==> config.mk <==
export PLATFORM = sky130hd
export DESIGN_NAME = comp_multiplier
export DESIGN_NICKNAME = d
export VERILOG_FILES = /design/src/rtl/comp_mult_pkg.sv /design/src/rtl/comp_multiplier_adder.sv /design/src/rtl/comp_multiplier.sv
export SDC_FILE = /design/constraint.sdc
export NUM_CORES = 1
export LEC_CHECK = 0
export BUFFER_PORTS_ARGS = -buffer_cell sky130_fd_sc_hd__buf_2
export CAP_MARGIN = 5
export CORE_ASPECT_RATIO = 1.25
export CORE_UTILIZATION = 50
export DETAILED_ROUTE_END_ITERATION = 16
export PLACE_DENSITY = 0.82
export SLEW_MARGIN = 20
export SYNTH_ARGS = -nofsm -noshare
export SYNTH_HDL_FRONTEND = slang
export SYNTH_SLANG_ARGS = --single-unit
==> constraint.sdc <==
create_clock -name clk -period 2.65 [get_ports clk]
set_input_delay 0.265 -clock clk [delete_from_list [all_inputs] [get_ports clk]]
set_output_delay 0.265 -clock clk [all_outputs]
set_load 0.02 [all_outputs]
==> src/rtl/comp_mult_pkg.sv <==
// Shared types and constants for the shift-add multiplier.
// The state encoding and counter sizing match the companion divider.
package comp_mult_pkg;

    localparam int DEFAULT_WIDTH = 32;

    typedef enum logic [1:0] {
        IDLE = 2'd0,
        BUSY = 2'd1,
        DONE = 2'd2
    } mult_state_e;

    // The counter only has to reach WIDTH-1.
    // It is sized to hold WIDTH so that it matches the divider.
    function automatic int cnt_width(input int width);
        return $clog2(width + 1);
    endfunction

endpackage

==> src/rtl/comp_multiplier_adder.sv <==
// Combinational WIDTH-bit unsigned adder with carry out.
// Its interface mirrors the divider ALU.
module mult_adder
    import comp_mult_pkg::*;
#(
    parameter int WIDTH = DEFAULT_WIDTH
) (
    output logic [WIDTH-1:0] result,
    output logic             carry,
    input  logic [WIDTH-1:0] src1,
    input  logic [WIDTH-1:0] src2
);

    always_comb begin
        {carry, result} = {1'b0, src1} + {1'b0, src2};
    end

endmodule

==> src/rtl/comp_multiplier.sv <==
// Unsigned sequential shift-add multiplier with a Run/Rdy handshake.
// Optional build macro: COMP_MULT_ZERO_SKIP_EN (zero operands finish on the start edge).
module comp_multiplier
    import comp_mult_pkg::*;
#(
    parameter int WIDTH = DEFAULT_WIDTH
) (
    input  logic                 clk,
    input  logic                 Rst,
    input  logic                 Run,
    input  logic [WIDTH-1:0]     Mcand,
    input  logic [WIDTH-1:0]     Mplr,
    output logic [2*WIDTH-1:0]   P,
    output logic                 Rdy
);

    localparam int CW = cnt_width(WIDTH);
    localparam logic [CW-1:0] LAST_CNT = CW'(WIDTH - 1);

    mult_state_e          state_q, state_d;
    logic [WIDTH-1:0]     mcand_q, mcand_d;
    logic [CW-1:0]        cnt_q, cnt_d;
    logic [2*WIDTH-1:0]   p_d;
    logic                 rdy_d;

    logic [WIDTH-1:0]     addend;
    logic [WIDTH-1:0]     sum;
    logic                 c;
    logic                 zero_skip;

    assign addend = P[0] ? mcand_q : '0;

    mult_adder #(.WIDTH(WIDTH)) u_adder (
        .result (sum),
        .carry  (c),
        .src1   (P[2*WIDTH-1:WIDTH]),
        .src2   (addend)
    );

`ifdef COMP_MULT_ZERO_SKIP_EN
    assign zero_skip = (Mcand == '0) || (Mplr == '0);
`else
    assign zero_skip = 1'b0;
`endif

    always_ff @(posedge clk) begin
        if (!Rst) begin
            state_q <= IDLE;
            P       <= '0;
            Rdy     <= 1'b0;
            cnt_q   <= '0;
            mcand_q <= '0;
        end else begin
            state_q <= state_d;
            P       <= p_d;
            Rdy     <= rdy_d;
            cnt_q   <= cnt_d;
            mcand_q <= mcand_d;
        end
    end

    always_comb begin
        state_d = state_q;
        p_d     = P;
        rdy_d   = Rdy;
        cnt_d   = cnt_q;
        mcand_d = mcand_q;
        case (state_q)
            IDLE, DONE: begin
                if (Run) begin
                    mcand_d = Mcand;
                    cnt_d   = '0;
                    if (zero_skip) begin
                        p_d     = '0;
                        state_d = DONE;
                        rdy_d   = 1'b1;
                    end else begin
                        p_d     = {{WIDTH{1'b0}}, Mplr};
                        state_d = BUSY;
                        rdy_d   = 1'b0;
                    end
                end
            end
            BUSY: begin
                // The carry out enters P[2W-1] through the one-bit right shift.
                p_d   = {c, sum, P[WIDTH-1:1]};
                cnt_d = cnt_q + CW'(1);
                if (cnt_q == LAST_CNT) begin
                    state_d = DONE;
                    rdy_d   = 1'b1;
                end
            end
            default: begin
                state_d = IDLE;
                rdy_d   = 1'b0;
            end
        endcase
    end

endmodule

==> results_dict.tcl, run 1 <==
set metrics [dict create \
    tritoncts "built" \
    syn_inst 703 \
    layout.nets 926 \
    antenna_cells 0 \
    ctsLongestPathBuffers 2 \
    register_area_sq_um 2090 \
    yosysWarnings 0 \
    clk_pin_slew_worst_paths_ns 0.07 \
    max_freq_mhz 385 \
    synth_edf_count 0 \
    hold_class "in -> reg" \
    grt_max_degree 76 \
    rsz0062_at_grt "yes" \
    io_pins 132 \
    layout_common_cells "136 x nand2_1, 131 x buf_2, 103 x dfxtp_1, 64 x a21boi_0, 42 x a22oi_1" \
    syn_area_per_cell_sq_um 8.33 \
    dp.final_hpwl_mm 10.0 \
    die_x_um 98.8 \
    wl_mm 15.2 \
    n_fill_cell 984 \
    rows 43 \
    cpMaxStageDelayCell "dfxtp_4" \
    finalCritPeriodShare 0.980 \
    relSlewSlack 0.562 \
    synth_flop_cell "dfxtp_1" \
    power_density_nw_per_um2 496 \
    maxCapViolCount 0 \
    slew_viol_final 0 \
    synth_top_area_cell "dfxtp_1" \
    start_kind "register" \
    multi_input_area_sq_um 3790 \
    path_max_fanout 4 \
    cts_sinks 104 \
    first_pass_iters 6 \
    grt_pass1_wl_mm 23.7 \
    root_buffer "clkbuf_16" \
    ys_types 64 \
    die_y_um 123 \
    area_delta_synth_final_pct 24.5 \
    ir_worst_vdd_mv 0.396 \
    syn_area_sq_um 5850 \
    synth_seq_area_share 0.356 \
    fin_skew_ns 0.00686 \
    drt_iter0_drc 253 \
    async_flop_share 0 \
    setup_viol 0 \
    synthesis.nets 804 \
    cp.arrival_ns 2.87 \
    power_leakage_nw 3.31 \
    ys_seq_elements 104 \
    antenna_left 0 \
    drive_above_1_share 0.269 \
    crit_family "compound AO/OA/AOI/OAI gates" \
    required_ns 2.92 \
    crit_type "reg -> reg" \
    detailedPlace.worstSlack_ns 0.0127 \
    final_common_cell "nand2_1" \
    worst_slack_ns 0.0539 \
    viasPerCell 5.78 \
    fp.dieArea_sq_um 12100 \
    core_sq_um 11200 \
    io_buffers 131 \
    vias 5576 \
    start_util 0.521 \
    drc 0 \
    synth_top_cell_area_share 0.356 \
    routedWlPerCell_um 15.7 \
    ctsHoldBuffers 0 \
    antenna_found_initial 0 \
    final_cell_area_sq_um 7280 \
    cp-end-kind "register" \
    status "completed" \
    htreeDepth 3 \
    gr-total-overflow 0 \
    min_period_ns 2.60 \
    holdWs_ns 0.162 \
    cp_cell_sequence "and2_4 -> ha_4 -> inv_1 -> fa_1 -> nand2b_4 -> a21oi_4 -> o2111ai_2 -> a21oi_2 -> nand3b_4 -> a31oi_1 -> xor2_1 -> o21ai_1" \
    path_buf_inv 1 \
    grt_pass1_vias 5229 \
    grt_usage 0.242 \
    gp_congestion 0.873 \
    cts_buffers 9 \
    finalHoldViolations 0 \
    worst_pin_slew_ns 0.657 \
    clk_latency_ns 0.35 \
    synth_area_leaders "dfxtp_1 36%, nand2_1 8.8%, a21boi_0 8.2%" \
    postPlaceCellArea_sq_um 6680 \
    critPathMaxStageDelay_ns 0.40 \
]
## worst paths after layout
| check | start | cells after the start | endpoint | slack (ns) |
|---|---|---|---|---|
| worst max-delay path | P[0]$_SDFFE_PN0P_ | 12 | P[55]$_SDFFE_PN0P_ | 0.05 |
| worst min-delay path | Mcand[16] | 3 | mcand_q[16]$_SDFFE_PN0P_ | 0.16 |
| worst max register to register | P[0]$_SDFFE_PN0P_ | 12 | P[55]$_SDFFE_PN0P_ | 0.05 |
| worst min register to register | mcand_q[26]$_SDFFE_PN0P_ | 2 | mcand_q[26]$_SDFFE_PN0P_ | 0.46 |
## metal layers
metal,track usage,wire (um),up-vias
met5,0,0,-
met4,0.0951,238,0
met3,0.0458,987,20
met2,0.444,7590,200
met1,0.275,6340,2633
li1,-,-,2723
## power by group
part           leakage [nW]  internal [mW]  total [mW]  switching, mW
Clock                 0.161          0.864        1.47          0.607
Combinational          2.30          0.183       0.458          0.275
Sequential            0.849           1.63        1.69         0.0516
## stage by stage
stage	total power, mW	instances	TNS (ns)	util
6_report	3.61	965	0	0.648
5_1_grt	3.76	965	-0.177	0.648
4_1_cts	3.62	960	0	0.624
3_5_place_dp	2.16	944	0	0.594
3_3_place_gp	2.15	944	0	0.594
2_1_floorplan	1.98	703	0	-
## registers in the layout (all words and copies together) (netlist names)
name,flops
P,64
mcand_q,32
state_q,2
cnt_q,6
## cells by family after synthesis
family | count (synthesis) | synth area share
buf+inv | 51 | 0.0333
xor+xnor | 27 | 0.0404
simple gates | 254 | 0.207
compound gates | 233 | 0.289
flops | 104 | 0.356
fa+ha+maj | 34 | 0.0740
## cells in the mapped netlist (2+ instances only)
library cell,count
a21o_1,17
o21ai_1,17
a31oi_1,2
o41ai_2,2
nand4_1,4
nand3_1,11
ha_1,33
o21ai_0,17
clkbuf_1,37
a211oi_2,2
a211o_1,2
o2111ai_1,2
nor3_1,4
xor2_1,13
nand2_1,138
or2_2,2
dfxtp_1,104
a22oi_1,42
nor2_1,17
and2_1,35
xnor2_1,14
and3_1,4
o211ai_1,5
a21oi_1,33
a211oi_1,3
o21bai_2,2
a21boi_1,2
inv_1,8
buf_1,3
buf_2,2
a21boi_0,64
a22o_1,2
o21a_1,2
nand2b_1,9
nor2b_1,20
## worst reg2reg max path, cell delays in order (launching register included)
cell	delay, ns
dfxtp_4	0.40
and2_4	0.16
ha_4	0.14
inv_1	0.07
fa_1	0.41
nand2b_4	0.18
a21oi_4	0.20
o2111ai_2	0.18
a21oi_2	0.22
nand3b_4	0.16
a31oi_1	0.10
xor2_1	0.17
o21ai_1	0.13
## repair_timing
action,in CTS,in global routing
resized for setup,2,34
setup buffers,0,3
setup endpoints to repair,6,14
pin swaps,2,16
gates cloned,0,1
## layout make-up
class | instances | share of cell area
inverters | 8 | 0.00412
flip-flops and latches | 104 | 0.286
clock buffers | 11 | 0.0333
clock inverters | 5 | 0.0119
well taps | 135 | 0.0232
multi-input cells | 548 | 0.521
repair buffers | 154 | 0.121
(Power assumes the default switching activity.)
==> run 2, diff against run 1 <==
CELL_PAD_IN_SITES_DETAIL_PLACEMENT = 0   (was not set)
CELL_PAD_IN_SITES_GLOBAL_PLACEMENT = 2   (was not set)
CORE_UTILIZATION = 32   (was 50)
PLACE_DENSITY = 0.88   (was 0.82)
==> run 2 against run 1 <==
Clock skew increased by 0.0014 ns. Largest cell class unchanged. Largest power group unchanged. Clock power barely moved. Worst hold slack got worse by 0.0093 ns. Critical endpoint is now P[54]$_SDFFE_PN0P_. Via count is 1.4% lower.
==> results_dict.tcl, run 2 (same netlist as run 1, synthesis figures left out) <==
set metrics [dict create \
    drc 0 \
    io_pins 132 \
    routedWlPerCell_um 15.2 \
    final_core_util 0.425 \
    fin_skew_ns 0.00828 \
    final_cell_area_sq_um 7520 \
    gr-total-overflow 0 \
    worst_pin_slew_ns 0.729 \
    whs_path_depth 3 \
    grt_usage 0.176 \
    grt_pass1_wl_mm 26.4 \
    min_period_ns 2.55 \
    power_density_nw_per_um2 482 \
    root_buffer "clkbuf_16" \
    htreeDepth 3 \
    setup_viol 0 \
    fin_setup_tns_ns 0 \
    dp.final_hpwl_mm 11.4 \
    grt_pass1_vias 5415 \
    drive_above_1_share 0.291 \
    largest_reg_flops 64 \
    layout.nets 945 \
    slew_viol_final 0 \
    final_common_cell "nand2_1" \
    relSlewSlack 0.514 \
    finalCritPeriodShare 0.962 \
    n_fill_cell 1886 \
    detailedPlace.worstSlack_ns -0.0331 \
    start_kind "register" \
    grt_max_degree 65 \
    cts_sinks 104 \
    fp.dieArea_sq_um 18800 \
    die_y_um 153 \
    r2r-start "P[0]$_SDFFE_PN0P_" \
    cp.arrival_ns 2.80 \
    finalHoldViolations 0 \
    ir_worst_vdd_mv 0.337 \
    maxCapViolCount 0 \
    io_buffers 131 \
    antenna_left 0 \
    cp-end-kind "register" \
    rows 54 \
    die_x_um 123 \
    min_from "Mcand[3]" \
    timing.rr.end "P[54]$_SDFFE_PN0P_" \
    first_pass_iters 4 \
    max_freq_mhz 392 \
    hold-path-endpoint "mcand_q[3]$_SDFFE_PN0P_" \
    area_delta_synth_final_pct 28.4 \
    hold_class "in -> reg" \
    clk_latency_ns 0.36 \
    start_util 0.331 \
    power_leakage_nw 3.40 \
    top_register "P" \
    instances_no_fill 1074 \
    crit_type "reg -> reg" \
    r2r_cells 11 \
    viasPerCell 5.12 \
    antenna_found_initial 1 \
    status "completed" \
    vias 5496 \
    rsz0062_at_grt "yes" \
    dp_cells 1053 \
    gp_congestion 0.803 \
    required_ns 2.90 \
    cts_buffers 9 \
    clk_pin_slew_worst_paths_ns 0.07 \
    core_sq_um 17700 \
    r2r_slack_ns 0.10 \
    reg_top3 "P: 64 flops, mcand_q: 32 flops, cnt_q: 6 flops" \
    wl_mm 16.3 \
    drt_iter0_drc 220 \
    layout_common_cells "135 x nand2_1, 132 x buf_2, 103 x dfxtp_1, 64 x a21boi_0, 42 x a22oi_1" \
    path_max_fanout 8 \
    postPlaceCellArea_sq_um 6940 \
    ctsLongestPathBuffers 2 \
    tritoncts "built" \
    worst_slack_ns 0.101 \
]
[run 2: per-stage QoR]
stage	hold slack (ns)	total power [mW]
2_1_floorplan	0.410	1.98
3_3_place_gp	0.449	2.18
3_5_place_dp	0.453	2.18
4_1_cts	0.145	3.67
5_1_grt	0.154	3.80
6_report	0.152	3.62
[run 2: layout make-up]
type	count	area [sq um]	area share
Inverter	8	30.0	0.00400
Tap cell	224	280	0.0373
Antenna cell	1	2.50	0.000333
Timing Repair Buffer	173	997	0.133
Sequential cell	104	2090	0.278
Clock inverter	5	78.8	0.0105
Clock buffer	11	243	0.0323
Multi-Input combinational cell	548	3800	0.505
[run 2: worst max-delay path by stage]
stage                            startpoint            endpoint  slack, ns  cells past startpoint
after floorplan           P[0]$_SDFFE_PN0P_  P[55]$_SDFFE_PN0P_       0.08                     11
after global placement    P[0]$_SDFFE_PN0P_  P[58]$_SDFFE_PN0P_       0.05                     12
after detailed placement  P[0]$_SDFFE_PN0P_  P[56]$_SDFFE_PN0P_      -0.03                     12
after CTS                 P[0]$_SDFFE_PN0P_  P[57]$_SDFFE_PN0P_       0.01                     13
after global routing      P[0]$_SDFFE_PN0P_  P[54]$_SDFFE_PN0P_      -0.03                     11
final                     P[0]$_SDFFE_PN0P_  P[54]$_SDFFE_PN0P_       0.10                     11
[run 2: worst max-delay path, cell delays in order (launching register included)]
cell and delay (ns):
dfxtp_4 0.36, buf_6 0.14, and2_1 0.16, ha_2 0.31, o21ai_2 0.16, o21bai_2 0.11
o211ai_2 0.28, a31oi_4 0.17, a221oi_4 0.37, buf_4 0.17, xor2_1 0.14, o21ai_1 0.07
[run 2: per-layer routing]
layer	routed length (um)	track usage
met2	8010	0.297
met3	868	0.0440
met1	7270	0.218
met4	159	0.0453
met5	0	0
[run 2: repair_timing]
action | 4_1_cts | 5_1_grt
pin swaps | 1 | 21
buffers inserted | 0 | 3
gates resized for setup | 3 | 43
setup endpoints to repair | 4 | 17
gates cloned | 0 | 1
hold buffers | 0 | 0
[run 2: power breakdown]
group	switching, mW	internal (mW)
combinational	0.284	0.181
clock	0.621	0.856
sequential	0.0483	1.63
